$ cat config.mk
export PLATFORM = sky130hd
export DESIGN_NAME = adc_scan_scheduler_flat
export DESIGN_NICKNAME = d
export VERILOG_FILES = /design/src/rtl/adc_scan_scheduler_if.sv /design/src/rtl/adc_scan_scheduler.sv /design/src/flat_wrapper.sv
export SDC_FILE = /design/constraint.sdc
export NUM_CORES = 1
export LEC_CHECK = 0
export ABC_AREA = 1
export CAP_MARGIN = 20
export CORE_MARGIN = 2
export CORE_UTILIZATION = 39
export DETAILED_ROUTE_END_ITERATION = 10
export SYNTH_ARGS = -nofsm -noshare
export SYNTH_HDL_FRONTEND = slang
export SYNTH_SLANG_ARGS = --single-unit
$ cat constraint.sdc
create_clock -name clk -period 4.32 [get_ports clk]
set_input_delay 0.648 -clock clk [delete_from_list [all_inputs] [get_ports clk]]
set_output_delay 0.648 -clock clk [all_outputs]
set_load 0.01 [all_outputs]
$ cat src/rtl/adc_scan_scheduler_if.sv
// Handshake and sample bus between the ADC front end, the scan scheduler and its consumers.
// The scheduler connects through the slave modport; the master modport is the surrounding system.
interface adc_scan_scheduler_if;
    logic        run;
    logic [15:0] en_mask;
    logic [3:0]  channel;
    logic        new_sample;
    logic [9:0]  sample;
    logic [3:0]  sample_channel;
    logic        out_valid;
    logic        out_ready;
    logic [9:0]  out_sample;
    logic [3:0]  out_channel;
    logic        timeout_err;
    logic        busy;

    modport master (
        output run, en_mask, new_sample, sample, sample_channel, out_ready,
        input  channel, out_valid, out_sample, out_channel, timeout_err, busy
    );

    modport slave (
        input  run, en_mask, new_sample, sample, sample_channel, out_ready,
        output channel, out_valid, out_sample, out_channel, timeout_err, busy
    );
endinterface

$ cat src/rtl/adc_scan_scheduler.sv
// Round-robin ADC channel sequencer: settle, drop the stale sample, capture, hand off with channel tag.
// Optional macro ADC_SCAN_AVERAGE_EN: capture averages four consecutive matching samples.
module adc_scan_scheduler #(
    parameter int SETTLE_CYCLES  = 4,
    parameter int TIMEOUT_CYCLES = 4096
) (
    input logic                 clk,
    input logic                 rst,
    adc_scan_scheduler_if.slave bus
);
    typedef enum logic [2:0] {IDLE, NEXT, SWITCH, DISCARD, CAPTURE, OUTPUT} state_t;

    state_t      state;
    logic [3:0]  last_ch;
    logic [3:0]  channel_r;
    logic [7:0]  settle_cnt;
    logic [15:0] tmo_cnt;
    logic        out_valid_r;
    logic [9:0]  out_sample_r;
    logic [3:0]  out_channel_r;
    logic        timeout_err_r;
    logic        match;
    logic        tmo_hit;
    logic        cap_fire;
    logic [9:0]  cap_value;
    logic [3:0]  sel_ch;

    // Lowest rotation distance wins; distance 16 wraps back to the previous channel itself.
    function automatic logic [3:0] pick_next(input logic [15:0] mask, input logic [3:0] from);
        logic [3:0] idx;
        logic [3:0] res;
        res = from;
        for (int i = 16; i >= 1; i--) begin
            idx = from + 4'(i);
            if (mask[idx]) res = idx;
        end
        return res;
    endfunction

    assign match   = bus.new_sample && (bus.sample_channel == channel_r);
    assign tmo_hit = (tmo_cnt == 16'(TIMEOUT_CYCLES - 1));
    assign sel_ch  = pick_next(bus.en_mask, last_ch);

`ifdef ADC_SCAN_AVERAGE_EN
    logic [11:0] acc;
    logic [1:0]  acc_cnt;
    logic [11:0] acc_sum;

    function automatic logic [9:0] avg4(input logic [11:0] s);
        return s[11:2];
    endfunction

    assign acc_sum   = acc + {2'b00, bus.sample};
    assign cap_fire  = match && (acc_cnt == 2'd3);
    assign cap_value = avg4(acc_sum);
`else
    assign cap_fire  = match;
    assign cap_value = bus.sample;
`endif

    always_ff @(posedge clk) begin
        if (rst) begin
            state         <= IDLE;
            last_ch       <= 4'd15;
            channel_r     <= 4'd0;
            settle_cnt    <= 8'd0;
            tmo_cnt       <= 16'd0;
            out_valid_r   <= 1'b0;
            out_sample_r  <= 10'd0;
            out_channel_r <= 4'd0;
            timeout_err_r <= 1'b0;
`ifdef ADC_SCAN_AVERAGE_EN
            acc           <= 12'd0;
            acc_cnt       <= 2'd0;
`endif
        end else begin
            timeout_err_r <= 1'b0;
            case (state)
                IDLE: begin
                    if (bus.run && (bus.en_mask != 16'd0)) state <= NEXT;
                end
                NEXT: begin
                    if (bus.en_mask == 16'd0) begin
                        state <= IDLE;
                    end else begin
                        channel_r  <= sel_ch;
                        last_ch    <= sel_ch;
                        settle_cnt <= 8'd0;
                        state      <= SWITCH;
                    end
`ifdef ADC_SCAN_AVERAGE_EN
                    acc     <= 12'd0;
                    acc_cnt <= 2'd0;
`endif
                end
                SWITCH: begin
                    if (settle_cnt == 8'(SETTLE_CYCLES - 1)) begin
                        tmo_cnt <= 16'd0;
                        state   <= DISCARD;
                    end else begin
                        settle_cnt <= settle_cnt + 8'd1;
                    end
                end
                // One timeout window spans both the discard and the capture phase.
                DISCARD, CAPTURE: begin
                    if ((state == CAPTURE) && cap_fire) begin
                        out_sample_r  <= cap_value;
                        out_channel_r <= channel_r;
                        out_valid_r   <= 1'b1;
                        state         <= OUTPUT;
                    end else if (tmo_hit) begin
                        timeout_err_r <= 1'b1;
                        if (bus.run) state <= NEXT;
                        else         state <= IDLE;
                    end else begin
                        tmo_cnt <= tmo_cnt + 16'd1;
                        if ((state == DISCARD) && match) state <= CAPTURE;
                    end
`ifdef ADC_SCAN_AVERAGE_EN
                    if ((state == CAPTURE) && match) begin
                        acc     <= acc_sum;
                        acc_cnt <= acc_cnt + 2'd1;
                    end
`endif
                end
                OUTPUT: begin
                    if (bus.out_ready) begin
                        out_valid_r <= 1'b0;
                        if (bus.run) state <= NEXT;
                        else         state <= IDLE;
                    end
                end
                default: state <= IDLE;
            endcase
        end
    end

    assign bus.channel     = channel_r;
    assign bus.out_valid   = out_valid_r;
    assign bus.out_sample  = out_sample_r;
    assign bus.out_channel = out_channel_r;
    assign bus.timeout_err = timeout_err_r;
    assign bus.busy        = (state != IDLE);
endmodule

$ cat src/flat_wrapper.sv
// flat-port wrapper written by rule: the top's interface ports become plain ports
module adc_scan_scheduler_flat 
#(
    parameter int SETTLE_CYCLES  = 4,
    parameter int TIMEOUT_CYCLES = 4096
)
  (clk, rst, bus_run, bus_en_mask, bus_new_sample, bus_sample, bus_sample_channel, bus_out_ready, bus_channel, bus_out_valid, bus_out_sample, bus_out_channel, bus_timeout_err, bus_busy);
  adc_scan_scheduler_if bus_i ();
  input logic clk;
  input logic rst;
  input wire logic [$bits(bus_i.run)-1:0] bus_run;
  input wire logic [$bits(bus_i.en_mask)-1:0] bus_en_mask;
  input wire logic [$bits(bus_i.new_sample)-1:0] bus_new_sample;
  input wire logic [$bits(bus_i.sample)-1:0] bus_sample;
  input wire logic [$bits(bus_i.sample_channel)-1:0] bus_sample_channel;
  input wire logic [$bits(bus_i.out_ready)-1:0] bus_out_ready;
  output wire logic [$bits(bus_i.channel)-1:0] bus_channel;
  output wire logic [$bits(bus_i.out_valid)-1:0] bus_out_valid;
  output wire logic [$bits(bus_i.out_sample)-1:0] bus_out_sample;
  output wire logic [$bits(bus_i.out_channel)-1:0] bus_out_channel;
  output wire logic [$bits(bus_i.timeout_err)-1:0] bus_timeout_err;
  output wire logic [$bits(bus_i.busy)-1:0] bus_busy;
  assign bus_i.run = bus_run;
  assign bus_i.en_mask = bus_en_mask;
  assign bus_i.new_sample = bus_new_sample;
  assign bus_i.sample = bus_sample;
  assign bus_i.sample_channel = bus_sample_channel;
  assign bus_i.out_ready = bus_out_ready;
  assign bus_channel = bus_i.channel;
  assign bus_out_valid = bus_i.out_valid;
  assign bus_out_sample = bus_i.out_sample;
  assign bus_out_channel = bus_i.out_channel;
  assign bus_timeout_err = bus_i.timeout_err;
  assign bus_busy = bus_i.busy;
  adc_scan_scheduler #(.SETTLE_CYCLES(SETTLE_CYCLES), .TIMEOUT_CYCLES(TIMEOUT_CYCLES)) u_core (.clk(clk), .rst(rst), .bus(bus_i));
endmodule
==> flow_summary_export.csv <==
group,metric,value,unit
clocking,cts_sinks,51,
floorplan,die_width,103,um
logic_synthesis,synthDistinctLibCells,43,
sta,fin_skew,0.00678,ns
cells_and_area,n_fill_cell,1056,
logic_synthesis,yosysWarnings,0,
critical_path,worst-setup-path-type,"reg -> reg",
cells_and_area,syn_to_final_growth,20.7,%
routing,drt-initial-drc-count,238,
floorplan,initial_core_util,39.6,%
worst_hold_path,hp-class,"reg -> reg",
power_and_ir_drop,vdd_drop_max,0.373,mV
floorplan,num_rows,36,
placement,placed_area,4480,um^2
sta,setup_total_negative_slack,0,ns
sta,slew_headroom,53.5,%
logic_synthesis,netlist_instances,626,
cells_and_area,multi_input_area,2390,um^2
clocking,cts.path.max_buffers,2,
cells_and_area,drive_above_1_share,7.36,%
routing,route.detailed.drc,0,
global_route,track_usage,20.8,%
clocking,cts_max_level,2,
flow_run,maxCapViolations,0,
global_route,grt_pass1_wl,17.6,mm
clocking,clkLatencyLatePin,0.31,ns
critical_path,endpoint_kind,"register",
clocking,cts-buffers-inserted,5,
floorplan,coreArea,9640,um^2
placement,routabilityCongestion,1.01,
cells_and_area,seq_area,1020,um^2
critical_path,crit_path_start_kind,"register",
critical_path,worst_ep_required_time,4.56,ns
cells_and_area,fin_area,4600,um^2
routing,drt_wl_total,10.7,mm
clocking,cts_root_buf,"clkbuf_8",
clocking,hold_buffers,0,
sta,setup_violations,0,
placement,place_inst,804,
routing,firstDrtPassIters,5,
status,outcome,"completed",
logic_synthesis,synth_edf_count,0,
critical_path,crit_fanout,22,
cells_and_area,final_net_count,722,
sta,tightest_slew,0.697,ns
global_route,grt_max_degree,23,
floorplan,dieHeight,103,um
clocking,ctsResizeCount,0,
global_route,grt_pass1_vias,3760,
floorplan,die_area,10600,um^2
worst_hold_path,hold_depth,2,
logic_synthesis,ys_async_sr_fraction,0,%
routing,postRouteAntennaNets,0,
logic_synthesis,ys.flop_type,"dfxtp_1",
logic_synthesis,synth_seq_area_share,26.8,%
logic_synthesis,synth_top_area_cell,"dfxtp_1",
sta,max_freq,0.286,GHz
placement,place_hpwl,8.41,mm
sta,hold_viol_final,0,
power_and_ir_drop,p_per_area,888,nW/um^2
routing,vias,4106,
placement,io_buffer_count,55,
sta,rsz0062_at_grt,"false",
routing,vias_per_cell,5.06,
clocking,path_clk_slew,0.10,ns
critical_path,reg2reg_depth,26,
floorplan,pin_count,56,
logic_synthesis,yosysTopAreaCellShare,26.8,%
global_route,grt-ovfl-total,0,
logic_synthesis,ys_top_cells_by_area,"dfxtp_1, nand2_1, a21oi_1",
cells_and_area,diodes,0,
power_and_ir_drop,cellLeakagePower,2.10,nW
clocking,post_cts_buffers,0,
critical_path,critPathArrivalTime,3.74,ns
logic_synthesis,synth_area_per_cell,6.09,um^2
sta,maxSlewViolCount,0,
cells_and_area,fin_cells,812,
logic_synthesis,synth_area,3810,um^2
sta,fin_crit_sh,81.0,%
clocking,cts_tree,"yes",
logic_synthesis,syn-num-nets,670,
routing,post_drt_wl_per_cell,13.1,um
logic_synthesis,ys_seq_elements,51,
global_route,grt_antenna_before_repair,0,
sta,finalCriticalPeriod,3.50,ns
## cell usage after synthesis, types with 5 or more instances
library cell,n
clkbuf_1,5
nor2_1,52
a21oi_1,60
nor4_1,9
nand2_2,5
inv_2,10
dfxtp_1,51
o21ai_0,30
nand2_1,178
nand3_2,6
a21oi_2,5
a211oi_1,5
ha_1,9
o21ai_1,6
nand3_1,57
nor3_1,14
nor3b_1,5
buf_2,6
inv_1,72
## stage by stage
| stage | util (%) | setup WS, ns | power, mW | hold slack (ns) |
|---|---|---|---|---|
| 2_1_floorplan | - | 1.67 | 2.99 | 0.429 |
| 3_3_place_gp | 46.5 | 0.981 | 3.69 | 0.446 |
| 3_5_place_dp | 46.5 | 0.920 | 3.69 | 0.451 |
| 4_1_cts | 47.7 | 0.894 | 4.06 | 0.468 |
| 5_1_grt | 47.7 | 0.467 | 4.56 | 0.494 |
| 6_report | 47.7 | 0.820 | 4.09 | 0.464 |
## layout make-up
class / instances / area share [%]
Inverter: 83 / 6.88
Multi-Input combinational cell: 477 / 51.9
Tap cell: 133 / 3.62
Timing Repair Buffer: 60 / 12.8
Sequential cell: 51 / 22.2
Clock buffer: 6 / 1.79
Clock inverter: 2 / 0.843
## path summary, 6_finish.rpt
kind	slack (ns)	startpoint	end
max reg2reg	0.82	u_core.last_ch[0]	u_core.bus.channel[3]
max	0.82	u_core.last_ch[0]	u_core.bus.channel[3]
min reg2reg	0.46	u_core.settle_cnt[7]	u_core.settle_cnt[7]
min	0.46	u_core.settle_cnt[7]	u_core.settle_cnt[7]
## where the power goes
group | internal [mW] | total [mW] | switching, mW
Clock | 0.191 | 0.358 | 0.167
Combinational | 1.04 | 3.14 | 2.10
Sequential | 0.533 | 0.586 | 0.0533
## cell usage in the layout, fill, tap and decap left out, types with 5 or more instances in the layout
cell and instances:
nor4_1 9, clkbuf_8 6, nand2_1 178, nor3b_1 5, nand3_2 6, ha_1 9, a211oi_1 5, a21oi_2 5
nand2_2 5, dfxtp_1 51, inv_2 10, clkdlybuf4s50_1 55, inv_1 72, nand3_1 57, o21ai_0 30, nor2_1 52
a21oi_1 60, nor3_1 14, o21ai_1 6, buf_4 5
## registers in the layout, summed over array words and instances, names as in the netlist
signal                  count
u_core.state                3
u_core.bus.out_sample      10
u_core.bus.timeout_err      1
u_core.bus.channel          4
u_core.tmo_cnt             16
u_core.bus.out_channel      4
u_core.bus.out_valid        1
u_core.settle_cnt           8
u_core.last_ch              4
## per-layer routing
layer | track usage [%] | wire, um | vias to the layer above
met1 | 28.2 | 5110 | 1815
met3 | 4.75 | 737 | 9
met2 | 33.9 | 4700 | 119
li1 | - | - | 2163
met5 | 0 | 0 | -
met4 | 4.66 | 121 | 0
## cell families after synthesis
logic type	Yosys count	synth area share (%)
AO/OA/AOI/OAI	125	18.4
XOR/XNOR	6	2.26
adder cells (fa/ha/maj)	9	2.95
buffers and inverters	98	10.6
flip-flops	51	26.8
AND/OR/NAND/NOR	337	39.0
## worst max-delay path, stage by stage (launching register included)
cell	delay, ns
dfxtp_1	0.32
buf_4	0.23
inv_2	0.19
ha_1	0.60
inv_1	0.30
nand3_1	0.19
nand3_1	0.08
o21ai_1	0.15
nand2_1	0.14
nand2_1	0.07
o21bai_1	0.11
nand2_1	0.11
nand2_1	0.07
nand2_1	0.05
nand2_1	0.07
nand2_1	0.05
nand2_1	0.06
nand2_1	0.05
nand2_1	0.05
nand2_1	0.05
nand2_1	0.06
nand2_1	0.05
nand2_1	0.05
nand2_1	0.05
nand2_1	0.05
nand2_1	0.08
a21oi_2	0.13
Note: power is estimated with default switching activity, not from simulation.
